$ cat src/rtl/unidade_controle_rodadas_pkg.sv
// Shared definitions for the memory-game round controller: state encodings,
// default show/gap/timeout durations and the round timer width.
package unidade_controle_rodadas_pkg;

  localparam int TIMER_W       = 12;
  localparam int T_SHOW_DEF    = 1000;
  localparam int T_GAP_DEF     = 500;
  localparam int T_TIMEOUT_DEF = 3000;

  typedef enum logic [3:0] {
    INICIAL     = 4'h0,
    PREPARA     = 4'h1,
    MOSTRA      = 4'h2,
    INTERVALO   = 4'h3,
    PROX_MOSTRA = 4'h4,
    ESPERA      = 4'h5,
    REGISTRA    = 4'h6,
    COMPARA     = 4'h7,
    PROX_JOGADA = 4'h8,
    PROX_RODADA = 4'h9,
    FIM_GANHOU  = 4'hA,
    FIM_PERDEU  = 4'hB,
    FIM_TIMEOUT = 4'hC
  } estado_t;

  // The timer is loaded at the end of a state's first cycle and the state
  // leaves on the cycle it reads zero, so a span of t cycles loads t-2.
  function automatic logic [TIMER_W-1:0] carga(input int t);
    return TIMER_W'(t - 2);
  endfunction

endpackage

$ cat src/rtl/unidade_controle_rodadas_temporizador_rodada.sv
// Loadable down-counter used for the show, gap and play-timeout spans.
// Saturates at zero; fim is high whenever the count is zero.
module temporizador_rodada
  import unidade_controle_rodadas_pkg::*;
(
  input  logic               clock,
  input  logic               reset,
  input  logic               load,
  input  logic               enable,
  input  logic [TIMER_W-1:0] valor,
  output logic               fim
);

  logic [TIMER_W-1:0] contagem;

  always_ff @(posedge clock or posedge reset) begin
    if (reset) begin
      contagem <= '0;
    end else if (load) begin
      contagem <= valor;
    end else if (enable && contagem != '0) begin
      contagem <= contagem - TIMER_W'(1);
    end
  end

  assign fim = (contagem == '0);

endmodule

$ cat src/rtl/unidade_controle_rodadas.sv
// Moore controller for the memory game: shows the sequence, checks plays and
// declares win/loss. Define TIMEOUT_EN to bound ESPERA by T_TIMEOUT cycles.
module unidade_controle_rodadas
  import unidade_controle_rodadas_pkg::*;
#(
  parameter int T_SHOW    = T_SHOW_DEF,
  parameter int T_GAP     = T_GAP_DEF,
  parameter int T_TIMEOUT = T_TIMEOUT_DEF
) (
  input  logic       clock,
  input  logic       reset,
  input  logic       jogar,
  input  logic       jogada,
  input  logic       igual,
  input  logic       fim_contagem,
  input  logic       fim_rodadas,
  output logic       zera_contagem,
  output logic       conta_contagem,
  output logic       zera_limite,
  output logic       conta_limite,
  output logic       registra,
  output logic       leds_en,
  output logic       pronto,
  output logic       ganhou,
  output logic       perdeu,
  output logic       timeout,
  output logic [3:0] db_estado
);

  estado_t            estado, prox;
  logic               carrega;
  logic               fim_timer;
  logic               expirou;
  logic               conta_tempo;
  logic [TIMER_W-1:0] valor_carga;

  // carrega marks the first cycle of a state, when the count is still stale.
  assign expirou     = fim_timer && !carrega;
  assign conta_tempo = estado inside {MOSTRA, INTERVALO, ESPERA};
  assign db_estado   = estado;

  always_comb begin
    valor_carga = '0;
    case (estado)
      MOSTRA:    valor_carga = carga(T_SHOW);
      INTERVALO: valor_carga = carga(T_GAP);
      ESPERA:    valor_carga = carga(T_TIMEOUT);
      default:   valor_carga = '0;
    endcase
  end

  temporizador_rodada u_temporizador (
    .clock  (clock),
    .reset  (reset),
    .load   (carrega),
    .enable (conta_tempo),
    .valor  (valor_carga),
    .fim    (fim_timer)
  );

  always_comb begin
    prox = estado;
    case (estado)
      INICIAL, FIM_GANHOU, FIM_PERDEU, FIM_TIMEOUT:
        if (jogar) prox = PREPARA;
      PREPARA:     prox = MOSTRA;
      MOSTRA:      if (expirou) prox = INTERVALO;
      INTERVALO:   if (expirou) prox = fim_contagem ? ESPERA : PROX_MOSTRA;
      PROX_MOSTRA: prox = MOSTRA;
      ESPERA:
        if (jogada) prox = REGISTRA;
`ifdef TIMEOUT_EN
        else if (expirou) prox = FIM_TIMEOUT;
`endif
      REGISTRA:    prox = COMPARA;
      COMPARA:
        if (!igual)             prox = FIM_PERDEU;
        else if (!fim_contagem) prox = PROX_JOGADA;
        else if (fim_rodadas)   prox = FIM_GANHOU;
        else                    prox = PROX_RODADA;
      PROX_JOGADA: prox = ESPERA;
      PROX_RODADA: prox = MOSTRA;
      default:     prox = INICIAL;
    endcase
  end

  // Outputs are registered from the next state so they line up with it.
  always_ff @(posedge clock or posedge reset) begin
    if (reset) begin
      estado         <= INICIAL;
      carrega        <= 1'b0;
      zera_contagem  <= 1'b0;
      conta_contagem <= 1'b0;
      zera_limite    <= 1'b0;
      conta_limite   <= 1'b0;
      registra       <= 1'b0;
      leds_en        <= 1'b0;
      pronto         <= 1'b0;
      ganhou         <= 1'b0;
      perdeu         <= 1'b0;
      timeout        <= 1'b0;
    end else begin
      estado         <= prox;
      carrega        <= (prox != estado);
      // The address clear on leaving the show phase is a one-cycle pulse
      // in the first ESPERA cycle.
      zera_contagem  <= (prox == PREPARA) || (prox == PROX_RODADA) ||
                        (estado == INTERVALO && prox == ESPERA);
      conta_contagem <= (prox == PROX_MOSTRA) || (prox == PROX_JOGADA);
      zera_limite    <= (prox == PREPARA);
      conta_limite   <= (prox == PROX_RODADA);
      registra       <= (prox == REGISTRA);
      leds_en        <= (prox == MOSTRA);
      pronto         <= prox inside {FIM_GANHOU, FIM_PERDEU, FIM_TIMEOUT};
      ganhou         <= (prox == FIM_GANHOU);
      perdeu         <= (prox == FIM_PERDEU);
`ifdef TIMEOUT_EN
      timeout        <= (prox == FIM_TIMEOUT);
`else
      timeout        <= 1'b0;
`endif
    end
  end

endmodule
$ cat config.mk
export PLATFORM = sky130hd
export DESIGN_NAME = unidade_controle_rodadas
export DESIGN_NICKNAME = d
export VERILOG_FILES = /design/src/rtl/unidade_controle_rodadas_pkg.sv /design/src/rtl/unidade_controle_rodadas_temporizador_rodada.sv /design/src/rtl/unidade_controle_rodadas.sv
export SDC_FILE = /design/constraint.sdc
export NUM_CORES = 1
export LEC_CHECK = 0
export CAP_MARGIN = 10
export CELL_PAD_IN_SITES_DETAIL_PLACEMENT = 0
export CELL_PAD_IN_SITES_GLOBAL_PLACEMENT = 1
export CORE_MARGIN = 3
export CORE_UTILIZATION = 42
export CTS_CLUSTER_SIZE = 16
export DETAILED_ROUTE_END_ITERATION = 16
export HOLD_SLACK_MARGIN = 0.08
export PLACE_DENSITY = 0.74
export SYNTH_ARGS = -nofsm -noshare
export SYNTH_HDL_FRONTEND = slang
export SYNTH_SLANG_ARGS = --single-unit
$ cat constraint.sdc
create_clock -name clock -period 2.4 [get_ports clock]
set_clock_uncertainty 0.05 [all_clocks]
set_input_delay 0.48 -clock clock [delete_from_list [all_inputs] [get_ports clock]]
set_output_delay 0.48 -clock clock [all_outputs]
set_load 0.05 [all_outputs]
==> results by group <==
CTS
  • CTS H-tree depth: 1
  • # resized after CTS: 0
  • Clk_lat worst skew: ~0.27 ns
  • Clock transition at path regs: 0.09 ns
  • CTS tree: built
  • Root buffer cell: clkbuf_8
  • Clk sinks: 26
  • Post-CTS setup buffers: 0
  • Num CTS Buffers: 3
  • CTS hold repair buffers: 0
  • Clock Path Buffers: 2

STA
  • Period utilization: 94.55%
  • Setup_tns: 0 ns
  • Final Hold Fails: 0
  • WHS: between 0.5 and 0.6 ns
  • Fin. max-slew vios: 0
  • Max Clk Rate: roughly 440 MHz
  • # setup viols final: 0
  • RSZ-0062 raised after global routing: no
  • Worst Max-Slew Pin Slew: between 0.5 and 0.6 ns
  • Post-route minimum period: 2.269 ns
  • Slew HR: between 60% and 70%

Power
  • Switch share: between 10% and 20%
  • Cell internal pwr: a little under 0.0007 W
  • Clock Power Share: a little over two fifths
  • P_sw: between 0.00015 and 0.0002 W
  • Power, Total: just over 0.0008 W
  • PwrDens: ~420 nW/um2
  • Gate power share: about 3.5%
  • Worst IR drop on VDD: 0.2129 mV
  • Share of power burned in registers: between 50% and 60%
  • Leakage: 0.8299 nW

Floorplan
  • Total die area: 4633 um2
  • Die X: 68.07 um
  • Die height: 68.07 um
  • Rows: 21
  • Core Area: roughly 3500 um2
  • I/O pin count: 21
  • Initial Utilization: 45.95%

Synthesis
  • Number of enable flip-flop cells after synthesis: 0
  • Post-synthesis cell type count: between 50 and 60
  • Synth Area per Inst: 9.805 um2
  • Mapped Cells: ~170
  • Mux cell area share after synthesis: 0.6961%
  • Synth Area in Simple Gates: between 20% and 30%
  • Yosys Warn Count: 0
  • Post-synthesis sequential area ratio: roughly two fifths
  • Synth Flop Type: dfrtp_1
  • Cells taking the most area after synthesis: dfrtp_1 (40%), xor2_1 (4.3%), o21ai_0 (4.0%)
  • Synth Cell Area: roughly 1600 um2
  • Adder-Cell Fraction of Synth Area: about 1.5%
  • Async SR Flop Fraction: 100.0%
  • Synthesized Nets: about 170
  • Post-synthesis compound-gate area fraction: between 10% and 20%
  • Post-synth top area cell: dfrtp_1
  • Main combinational cell family by area after synthesis: simple AND/OR/NAND/NOR gates
  • #FFs+latches synth: 26
  • Most numerous cell in the Yosys netlist: dfrtp_1
  • XOR/XNOR share of the synthesized area: 5.414%
  • Top cells by count, synth: dfrtp_1 (26), o21ai_0 (13), nand2_1 (12)
  • Post-synth top area share: between 40% and 50%

Layout
  • Area growth, synth to finish: 21.66%
  • Post-layout instance count excluding filler cells: roughly 240
  • Diodes inserted: 0
  • Fin nets: ~200
  • Cell area after layout: between 1500 and 2000 um2
  • FILL cells: between 300 and 400
  • Ratio of cells with drive above 1 in the final layout: a little under a fifth

Drt
  • Drt via density: ~5.5
  • Via count: 1,296
  • Routed WL: 3.588 mm
  • Routed len/inst: 15.14 um
  • Number of remaining DRC errors: 0
  • Post-DRT Antenna Nets: 0
  • Pre-antenna DRT Iters: 4
  • Starting DRT DRC Count: 52

Worst setup path
  • Crit start category: flip-flop
  • Top cell family by delay on the critical path: buffers and inverters
  • CP max stage cell: clkdlybuf4s50_1
  • Worst r2r src: u_temporizador.contagem[5]
  • R2R setup slack: ~0.32 ns
  • CP Class: reg2out
  • CP Launch Point: db_estado[0]
  • Buffer and inverter count on the worst path: 1
  • Data arrival, critical path: approximately 1.7 ns
  • Crit-path cells: clkdlybuf4s50_1
  • Worst EP required: 1.87 ns
  • CP Capture Type: output pin
  • Critical-path maximum fanout: 13
  • CP max stage delay: slightly below 0.9 ns

Placement
  • Port Buffer Count: 19
  • Placed cell area: 1897 um2
  • Placed cells: ~230
  • Routability congestion estimate: 0.7577
  • Dpl hpwl: approximately 2.7 mm

GRT
  • Largest net degree at the start of global routing: 27
  • Met2 Use GR: a little under a third
  • GRT Overall Usage: between 10% and 20%
  • First-pass GRT wire length: around 6.2 mm
  • Busiest grt layer: met2
  • Initial antenna violation count: 0
  • Vias in the first global route: roughly 1,300
  • GR Util met3: less than 1%
  • Grt met1 use: 22.07%
  • Total grt overflow: 0

Run status
  • Status: finished, final reports clean

Flow run
  • Max Cap Viol: 0

Hold path
  • HP Class: in2async
## cell families (layout without fill, tap and decap cells)
kind of cell,after synthesis,after routing
buf+inv,15,41
other cells,1,1
flops,26,26
mux,1,1
simple gates,68,68
compound gates,42,42
xor+xnor,10,10
fa+ha+maj,2,2
## sequential cells by signal, indices dropped and copies added (netlist names)
signal / flops
pronto: 1
registra: 1
u_temporizador.contagem: 12
db_estado: 4
conta_contagem: 1
leds_en: 1
carrega: 1
zera_contagem: 1
perdeu: 1
conta_limite: 1
zera_limite: 1
ganhou: 1
## worst paths after layout
path                                          endpoint  cells past startpoint
setup / recovery                          db_estado[0]                      1
hold / removal                                  perdeu                      3
setup reg to reg                          conta_limite                      5
hold reg to reg            u_temporizador.contagem[10]                      2
max in group asynchronous  u_temporizador.contagem[10]                      3
min in group clock         u_temporizador.contagem[10]                      2
## layout by cell type, fill, tap and decap left out, types with 4 or more instances in the layout
cell	instances
dfrtp_1	26
nor2_1	11
o21a_1	5
nor2b_1	4
xor2_1	8
buf_4	13
o21ai_0	13
nand2b_1	5
clkdlybuf4s50_1	16
inv_1	8
nand2_1	12
## layer usage
| metal | vias up | part of all wire [%] |
|---|---|---|
| met1 | 627 | 44 |
| met2 | 18 | 53 |
| met4 | 0 | 0.84 |
| met5 | - | 0 |
| met3 | 2 | 2.7 |
| li1 | 649 | - |
## power by group through the flow
stage | clock network, W | registers, W | logic, W
floorplan | 0 | 0.000446 | 0.0000142
global placement | 0 | 0.000446 | 0.0000292
detailed placement | 0 | 0.000446 | 0.0000301
CTS | 0.000374 | 0.000438 | 0.0000301
global route | 0.000394 | 0.000438 | 0.0000326
finish | 0.000361 | 0.000438 | 0.0000293
## through the flow
step,util [%],worst slack [ns]
6_report,55.90,0.1307
2_1_floorplan,-,0.3659
3_3_place_gp,53.87,0.1561
3_5_place_dp,53.87,0.05059
5_1_grt,55.90,0.04889
4_1_cts,55.90,0.1359
## layout make-up
| cell class | count | area (um2) | share of cell area [%] |
|---|---|---|---|
| clock buffer | 3 | 41.29 | 2.098 |
| clock inverter | 1 | 30.03 | 1.526 |
| inverter | 8 | 30.03 | 1.526 |
| multi-input combinational | 124 | 900.9 | 45.77 |
| sequential | 26 | 650.6 | 33.06 |
| tap | 46 | 57.56 | 2.924 |
| timing repair buffer | 29 | 257.7 | 13.10 |
(Power assumes the default switching activity.)
